## src/rtl/n64adv2_audio_gain_ramp_pkg.sv

```systemverilog
`default_nettype none
// ----------------------------------------------------------------------------
// n64adv2_audio_gain_ramp_pkg : shared APU audio gain constants and FSM states
// Revision 1.0
// ----------------------------------------------------------------------------
package n64adv2_audio_gain_ramp_pkg;

  localparam int APU_DEF_NUM_CH    = 2;
  localparam int APU_DEF_DATA_W    = 24;
  localparam int APU_DEF_GAIN_W    = 10;
  localparam int APU_DEF_GAIN_FRAC = 5;
  localparam int APU_UNITY_GAIN    = 1 << APU_DEF_GAIN_FRAC;

  typedef enum logic [1:0] {
    ST_IDLE     = 2'd0,
    ST_MULT     = 2'd1,
    ST_SAT_LAST = 2'd2,
    ST_DONE     = 2'd3
  } gain_state_e;

endpackage
`default_nettype wire

```

## src/rtl/n64adv2_sat_mult.sv

```systemverilog
`default_nettype none
// ----------------------------------------------------------------------------
// n64adv2_sat_mult : registered signed x unsigned multiply, then shift/saturate
// Revision 1.0
// ----------------------------------------------------------------------------
module n64adv2_sat_mult
  import n64adv2_audio_gain_ramp_pkg::*;
#(
  parameter int DATA_W    = APU_DEF_DATA_W,
  parameter int GAIN_W    = APU_DEF_GAIN_W,
  parameter int GAIN_FRAC = APU_DEF_GAIN_FRAC
) (
  input  logic                     clk_i,
  input  logic                     rst_n_i,
  input  logic                     en_i,
  input  logic signed [DATA_W-1:0] sample_i,
  input  logic        [GAIN_W-1:0] gain_i,
  output logic                     vld_o,
  output logic signed [DATA_W-1:0] sat_o,
  output logic                     clip_o
);

  localparam int PROD_W = DATA_W + GAIN_W + 1;
  localparam logic signed [PROD_W-1:0] C_MAX = {{(PROD_W-DATA_W+1){1'b0}}, {(DATA_W-1){1'b1}}};
  localparam logic signed [PROD_W-1:0] C_MIN = {{(PROD_W-DATA_W+1){1'b1}}, {(DATA_W-1){1'b0}}};

  logic signed [PROD_W-1:0] a_w;
  logic signed [PROD_W-1:0] b_w;
  logic signed [PROD_W-1:0] prod_d;
  logic signed [PROD_W-1:0] shift_w;
  (* use_dsp = "yes" *) logic signed [PROD_W-1:0] prod_q;
  logic                     vld_q;

  // Gain is zero-extended so the DSP sees a signed x signed product.
  assign a_w     = {{(GAIN_W+1){sample_i[DATA_W-1]}}, sample_i};
  assign b_w     = {{(DATA_W+1){1'b0}}, gain_i};
  assign prod_d  = a_w * b_w;
  assign shift_w = prod_q >>> GAIN_FRAC;

  always_comb begin
    sat_o  = shift_w[DATA_W-1:0];
    clip_o = 1'b0;
    if (shift_w > C_MAX) begin
      sat_o  = C_MAX[DATA_W-1:0];
      clip_o = 1'b1;
    end else if (shift_w < C_MIN) begin
      sat_o  = C_MIN[DATA_W-1:0];
      clip_o = 1'b1;
    end
  end

  always_ff @(posedge clk_i or negedge rst_n_i) begin
    if (!rst_n_i) begin
      prod_q <= '0;
      vld_q  <= 1'b0;
    end else begin
      vld_q <= en_i;
      if (en_i) prod_q <= prod_d;
    end
  end

  assign vld_o = vld_q;

endmodule
`default_nettype wire

```

## src/rtl/n64adv2_audio_gain_ramp.sv

```systemverilog
`default_nettype none
// ----------------------------------------------------------------------------
// n64adv2_audio_gain_ramp : N-channel audio gain stage with per-frame gain ramp
// Revision 1.0
// ----------------------------------------------------------------------------
module n64adv2_audio_gain_ramp
  import n64adv2_audio_gain_ramp_pkg::*;
#(
  parameter int NUM_CH    = APU_DEF_NUM_CH,
  parameter int DATA_W    = APU_DEF_DATA_W,
  parameter int GAIN_W    = APU_DEF_GAIN_W,
  parameter int GAIN_FRAC = APU_DEF_GAIN_FRAC,
  parameter int RAMP_STEP = 1
) (
  input  logic                     MCLK_i,
  input  logic                     nRST_i,
  input  logic [NUM_CH*DATA_W-1:0] PDATA_i,
  input  logic                     PDATA_VALID_i,
  input  logic [GAIN_W-1:0]        TGT_GAIN_i,
  input  logic                     MUTE_i,
  output logic [NUM_CH*DATA_W-1:0] PDATA_o,
  output logic                     PDATA_VALID_o,
  output logic [NUM_CH-1:0]        CLIP_o,
  output logic                     BUSY_o,
  output logic                     DROP_o
);

  localparam int CH_W = (NUM_CH > 1) ? $clog2(NUM_CH) : 1;
  localparam logic [CH_W-1:0]   C_LAST_CH = CH_W'(NUM_CH - 1);
  localparam logic [GAIN_W:0]   C_STEP    = (GAIN_W+1)'(RAMP_STEP);
  localparam logic [GAIN_W-1:0] C_STEP_G  = C_STEP[GAIN_W-1:0];

  gain_state_e state_q, state_d;
  logic [CH_W-1:0]          ch_cnt_q, ch_cnt_d;
  logic [CH_W-1:0]          res_ch_q;
  logic [GAIN_W-1:0]        gain_q, gain_d;
  logic [NUM_CH*DATA_W-1:0] frame_q;
  logic [NUM_CH*DATA_W-1:0] stage_q, stage_d;
  logic [NUM_CH-1:0]        clip_stage_q, clip_stage_d;
  logic [NUM_CH*DATA_W-1:0] pdata_q;
  logic [NUM_CH-1:0]        clip_q;
  logic                     valid_q;
  logic                     drop_q;

  logic                     mul_en_w;
  logic                     mul_vld_w;
  logic signed [DATA_W-1:0] sample_w;
  logic signed [DATA_W-1:0] sat_w;
  logic                     clip_w;
  logic [GAIN_W-1:0]        eff_tgt_w;
  logic [GAIN_W-1:0]        diff_w;
  logic [GAIN_W-1:0]        gain_ramp_w;

  assign sample_w = frame_q[ch_cnt_q*DATA_W +: DATA_W];

  n64adv2_sat_mult #(
    .DATA_W   (DATA_W),
    .GAIN_W   (GAIN_W),
    .GAIN_FRAC(GAIN_FRAC)
  ) u_sat_mult (
    .clk_i   (MCLK_i),
    .rst_n_i (nRST_i),
    .en_i    (mul_en_w),
    .sample_i(sample_w),
    .gain_i  (gain_q),
    .vld_o   (mul_vld_w),
    .sat_o   (sat_w),
    .clip_o  (clip_w)
  );

  // Step toward the target without overshooting it; the difference is
  // compared first so the add/subtract can never wrap.
  always_comb begin
    eff_tgt_w   = MUTE_i ? '0 : TGT_GAIN_i;
    diff_w      = '0;
    gain_ramp_w = gain_q;
    if (gain_q < eff_tgt_w) begin
      diff_w      = eff_tgt_w - gain_q;
      gain_ramp_w = ({1'b0, diff_w} > C_STEP) ? gain_q + C_STEP_G : eff_tgt_w;
    end else if (gain_q > eff_tgt_w) begin
      diff_w      = gain_q - eff_tgt_w;
      gain_ramp_w = ({1'b0, diff_w} > C_STEP) ? gain_q - C_STEP_G : eff_tgt_w;
    end
  end

  always_comb begin
    state_d  = state_q;
    ch_cnt_d = ch_cnt_q;
    gain_d   = gain_q;
    mul_en_w = 1'b0;
    case (state_q)
      ST_IDLE: begin
        if (PDATA_VALID_i) begin
          state_d  = ST_MULT;
          ch_cnt_d = '0;
        end
      end
      ST_MULT: begin
        mul_en_w = 1'b1;
        if (ch_cnt_q == C_LAST_CH) state_d = ST_SAT_LAST;
        else                       ch_cnt_d = ch_cnt_q + CH_W'(1);
      end
      ST_SAT_LAST: state_d = ST_DONE;
      ST_DONE: begin
        gain_d  = gain_ramp_w;
        state_d = ST_IDLE;
      end
      default: state_d = ST_IDLE;
    endcase
  end

  // Saturated results land in a staging bank so PDATA_o only changes on commit.
  always_comb begin
    stage_d      = stage_q;
    clip_stage_d = clip_stage_q;
    if (mul_vld_w) begin
      stage_d[res_ch_q*DATA_W +: DATA_W] = sat_w;
      clip_stage_d[res_ch_q]             = clip_w;
    end
  end

  always_ff @(posedge MCLK_i or negedge nRST_i) begin
    if (!nRST_i) begin
      state_q      <= ST_IDLE;
      ch_cnt_q     <= '0;
      res_ch_q     <= '0;
      gain_q       <= '0;
      frame_q      <= '0;
      stage_q      <= '0;
      clip_stage_q <= '0;
      pdata_q      <= '0;
      clip_q       <= '0;
      valid_q      <= 1'b0;
      drop_q       <= 1'b0;
    end else begin
      state_q      <= state_d;
      ch_cnt_q     <= ch_cnt_d;
      gain_q       <= gain_d;
      stage_q      <= stage_d;
      clip_stage_q <= clip_stage_d;
      valid_q      <= (state_q == ST_SAT_LAST);
      drop_q       <= PDATA_VALID_i && (state_q != ST_IDLE);
      if (mul_en_w) res_ch_q <= ch_cnt_q;
      if ((state_q == ST_IDLE) && PDATA_VALID_i) frame_q <= PDATA_i;
      if (state_q == ST_SAT_LAST) begin
        pdata_q <= stage_d;
        clip_q  <= clip_stage_d;
      end
    end
  end

  assign PDATA_o       = pdata_q;
  assign CLIP_o        = clip_q;
  assign PDATA_VALID_o = valid_q;
  assign BUSY_o        = (state_q != ST_IDLE);
  assign DROP_o        = drop_q;

endmodule
`default_nettype wire
```

## config.mk

```make
export PLATFORM = sky130hd
export DESIGN_NAME = n64adv2_audio_gain_ramp
export DESIGN_NICKNAME = d
export VERILOG_FILES = /design/src/rtl/n64adv2_audio_gain_ramp_pkg.sv /design/src/rtl/n64adv2_sat_mult.sv /design/src/rtl/n64adv2_audio_gain_ramp.sv
export SDC_FILE = /design/constraint.sdc
export NUM_CORES = 1
export LEC_CHECK = 0
export ABC_AREA = 1
export BUFFER_PORTS_ARGS = -buffer_cell sky130_fd_sc_hd__buf_2
export CORE_MARGIN = 2
export CORE_UTILIZATION = 40
export CTS_BUF_LIST = sky130_fd_sc_hd__clkbuf_4
export DETAILED_ROUTE_END_ITERATION = 6
export HOLD_SLACK_MARGIN = 0.12
export PLACE_DENSITY = 0.56
export REMOVE_ABC_BUFFERS = 1
export SYNTH_ARGS = -nofsm -noshare
export SYNTH_HDL_FRONTEND = slang
export SYNTH_SLANG_ARGS = --single-unit
```

## constraint.sdc

```tcl
create_clock -name MCLK_i -period 13.43 [get_ports MCLK_i]
set_input_delay 2.0145 -clock MCLK_i [delete_from_list [all_inputs] [get_ports MCLK_i]]
set_output_delay 2.0145 -clock MCLK_i [all_outputs]
set_load 0.005 [all_outputs]
```

# Word level (Yosys, flattened, before mapping)
# Index checks and enable logic that the tools add are counted.
# totals
regBits,200
in_bits,62
output_inout_bits,53
wordCells,70
# classes
n_addsub,6
n_mul,3
magnitude_cmp,8
eq_ne,5
n_shift,3
muxes,22
n_reduce_logical,10
# ops
operator,n
$mux W10,5
$bwmux W48,1
$mux W24,2
$mux W48,1
$shift A24 B34 Y48 const A,1
$shiftx A24 B34 Y48,1
$shiftx A48 B7 Y24,1
$mul A24 B11 Y35,1
$neg A6 Y34,1
$gt A30 B24 Y1 const B,1
$lt A30 B24 Y1 const B,1
$gt A10 B1 Y1 const B,2
$sub A10 B10 Y10,2
$add A10 B1 Y10 const B,1
$gt A10 B10 Y1,1
$lt A10 B10 Y1,1
$sub A10 B1 Y10 const B,1
$pmux W2 S4,1
$mul A1 B2 Y3 const B,2
$mux W1,6
$mux W2,3
$reduce_and A2 Y1,3
$reduce_bool A2 Y1,3
$eq A2 B2 Y1 const B,2
10 further kinds,13

# Logic depth before layout (Yosys ltp)
# depth
ltp_word,6
depth_mapped,30
depth_no_buf,29

# Hierarchy
# A second synthesis with hierarchy kept.
# unflattened
cells_unflattened,2502
hier_area_um2,19072.0
# by_module_without_submodules
module,n_inst,cells_each,area_each_um2,seq_area_each_um2
n64adv2_sat_mult,1,1482,10626.4,775.7
n64adv2_audio_gain_ramp,1,1020,8445.6,4103.9

# Worst setup path before layout
# Ideal clock, no wire load.
# synth_timing
kind,register to register
start,register ch_cnt_q
end,register u_sat_mult.prod_q[33]
setup_time_ps,117
arrival_ps,5316
t_required_ps,13313
setup_slack_ps,7997
path_stages_with_launch,23
path_buffers,1
synth_period_minus_slack_ps,5433
path_cell_list,dfrtp_1 buf_6 mux2i_1 nor2_1 fa_1 fa_1 inv_1 fa_1 inv_1 fa_1 inv_1 fa_1 inv_1 ha_1 inv_1 nor3_1 nand2_1 nor3_1 nand2_1 nand2_1 nand2_1 nand3_1 nand2_1
# synth_between
elab_chain_len,3
# synth_rtl
element,line_no,text
from (decl),n64adv2_audio_gain_ramp.sv:34,"logic [CH_W-1:0] ch_cnt_q, ch_cnt_d;"
from (signal assigned),n64adv2_audio_gain_ramp.sv:137,ch_cnt_q <= ch_cnt_d;
$mul A1 B2 Y3,n64adv2_audio_gain_ramp.sv:54,assign sample_w = frame_q[ch_cnt_q*DATA_W +: DATA_W];
$shiftx A48 B7 Y24,n64adv2_audio_gain_ramp.sv:54,
$mul A24 B11 Y35,n64adv2_sat_mult.sv:37,assign prod_d = a_w * b_w;
to (signal assigned),n64adv2_sat_mult.sv:58,if (en_i) prod_q <= prod_d;
to (decl),n64adv2_sat_mult.sv:31,"(* use_dsp = ""yes"" *) logic signed [PROD_W-1:0] prod_q;"
# No other way between the ends.
# A chain may end at the register's enable or synchronous reset.

# Final worst setup path
# Ends and elaborated chain as after synthesis.

==> results.md <==
* Via count at 15000
* Status: complete, but fails checks
* Reg2Reg Setup Slack at 6.75 ns
* Global route overflow at 0
* GRT Total Usage at 0.219
* Clk slew on worst S/H paths at 0.18 ns
* Most used DFF post-synth: dfrtp_1
* Worst Tran Pin Value at 1.10 ns
* Asr flop ratio synth at 1.00
* P&R area growth vs syn at 7.83%
* Synthesized flop and latch total at 195
* Largest net degree at the start of global routing at 80
* Detailed-route wire length per cell at 16.1 µm
* Post-DP HPWL at 39400 µm
* Initial DRT Pass Iterations at 7
* Worst hold path type: reg -> reg
* Post-CTS resize count at 0
* Failing checks: design-rule violations
* Seq/Total Area, Yosys at 0.264
* Post-synth EDFFs at 0
* Initial core utilization at 0.406
* Layout cells sized above 1 at 0.100
* Worst-skew pair later-pin latency at 0.71 ns
* Crit path kind: reg -> reg
* Setup Buffers After CTS at 0
* Setup TNS at 0 ns
* Inserted Clock Buffers at 17
* RSZ-0062 raised after global routing: no
* Startpoint types: flip-flop
* Initial DRC count at 1259
* Cell Area, Synth at 18500 µm²
* Synth Area per Inst at 7.74 µm²
* Cts hold-fix bufs at 0
* # fillers at 4726
* Synth unique cells at 47
* Storage cell area at 4880 µm²
* Final setup fails at 0
* CP Capture Type: flip-flop
* Ys Warns at 0
* Min Tclk post-route at 6.68 ns
* Max Fanout on Critical Path at 28
* Worst clock skew at 0.0664 ns
* Multi-input logic area at 11600 µm²
* WP data required at 14.01 ns
* PortBufs at 114
* Core area at 45600 µm²
* First-pass GRT wire length at 82600 µm
* Vias in the first global route at 15500
* H-tree levels at 4
* Hold Fails Final Rpt at 0
* CTS root buf: clkbuf_4
* Remaining DRCs at 9
* Die width at 219 µm
* Clock buffer depth at 2
* F_max at 0.150 GHz
* IO Pins at 115
* CTS tree: built
* Fin. max-slew vios at 0
* Sink Count at 195
* Commonest non-fill, non-tap cell in the layout: nand2_1
* Post-Syn Instances at 2393
* Total Wirelength at 49700 µm
* Max-cap violations at 0
* Via density at 4.87
* Die ar. at 48000 µm²
* Relative slew slack at 0.264
* Final Cycle Share at 0.498
* Cell Rows at 78
* Most frequent cells in the layout: 759 x nand2_1, 409 x inv_1, 210 x fa_1, 195 x dfrtp_1, 169 x nor2_1
* Worst path arrival time at 7.27 ns
* Post-route ant nets at 0
* Die H at 219 µm
* Nets at 2839
* Initial antenna violation count at 2
* Routability cong. at 0.906
[per-stage QoR]
step	cells	util	setup slack (ns)	hold WS, ns	instance area (µm²)
floorplan	2313	-	7.62	0.441	18100
global placement	3049	0.431	6.82	0.455	19600
detailed placement	3049	0.431	6.76	0.461	19600
CTS	3081	0.438	6.71	0.498	20000
global route	3082	0.438	6.30	0.511	20000
finish	3082	0.438	6.75	0.492	20000
[Yosys cell counts, types with 13 or more instances]
cell type,instances,area share
a21oi_1,43,0.012
clkbuf_1,52,0.011
dfrtp_1,195,0.26
fa_1,210,0.23
ha_1,99,0.067
inv_1,409,0.083
inv_2,14,0.0028
nand2_1,759,0.15
nand2_2,18,0.0061
nand3_1,106,0.029
nand4_1,15,0.0051
nor2_1,169,0.034
nor3_1,14,0.0038
o21ai_0,93,0.025
o21ai_1,34,0.0092
or2_2,21,0.0071
xnor2_1,13,0.0061
xor2_1,25,0.012
[layout make-up]
cell class                 instances  area share
clock buffer                      17     0.00639
sequential                       195       0.244
tap                              600      0.0376
inverter                         429      0.0813
antenna                            1    0.000125
timing repair buffer             136      0.0373
multi-input combinational       1689       0.583
clock inverter                    15     0.00946
[state kept, by name, summed over array words and instances, names as in the netlist]
name / cells
stage_q: 48
state_q: 2
PDATA_o: 48
u_sat_mult.prod_q: 30
u_sat_mult.vld_o: 1
res_ch_q: 1
CLIP_o: 2
PDATA_VALID_o: 1
clip_stage_q: 2
ch_cnt_q: 1
gain_q: 10
DROP_o: 1
frame_q: 48
[per-layer routing]
metal  wire [µm]  GRT usage
met1       24500      0.320
met2       21600      0.336
met3        2620     0.0381
met4         898     0.0588
met5          10          0
[logic make-up (layout without fill, tap and decap cells)]
| kind of cell | Yosys count | after routing | share of synthesized area |
|---|---|---|---|
| XOR/XNOR | 38 | 38 | 0.0180 |
| AND/OR/NAND/NOR | 1126 | 1126 | 0.251 |
| other | 0 | 1 | 0 |
| flip-flops | 195 | 195 | 0.264 |
| AO/OA/AOI/OAI | 215 | 215 | 0.0655 |
| buffers and inverters | 509 | 597 | 0.108 |
| adder cells (fa/ha/maj) | 309 | 309 | 0.294 |
| multiplexers | 1 | 1 | 0.000541 |
[worst paths after layout]
check | from | endpoint | cells after the start
max | ch_cnt_q$_DFFE_PN0P_ | u_sat_mult.prod_q[33]$_DFFE_PN0P_ | 22
max in group asynchronous | nRST_i | PDATA_o[34]$_DFFE_PN0P_ | 2
min reg2reg | frame_q[12]$_DFFE_PN0P_ | frame_q[12]$_DFFE_PN0P_ | 2
max reg2reg | ch_cnt_q$_DFFE_PN0P_ | u_sat_mult.prod_q[33]$_DFFE_PN0P_ | 22
min in group asynchronous | nRST_i | u_sat_mult.prod_q[10]$_DFFE_PN0P_ | 1
min | frame_q[12]$_DFFE_PN0P_ | frame_q[12]$_DFFE_PN0P_ | 2
[worst max-delay path: stages (launching register included)]
cell and delay [ns]:
dfrtp_1 0.38, buf_4 0.30, mux2i_1 0.92, nor2_1 0.26, fa_1 0.68, fa_1 0.68, inv_1 0.12, fa_1 0.54
inv_1 0.05, fa_1 0.49, inv_1 0.05, fa_1 0.52, inv_1 0.04, ha_1 0.37, inv_1 0.17, nor3_1 0.36
nand2_1 0.12, nor3_1 0.17, nand2_1 0.10, nand2_1 0.07, nand2_1 0.05, nand3_1 0.06, nand2_1 0.05
Power is left out: the tool's default activity adds up to more than one toggle a clock period on the data nets, which glitch-free logic cannot reach.
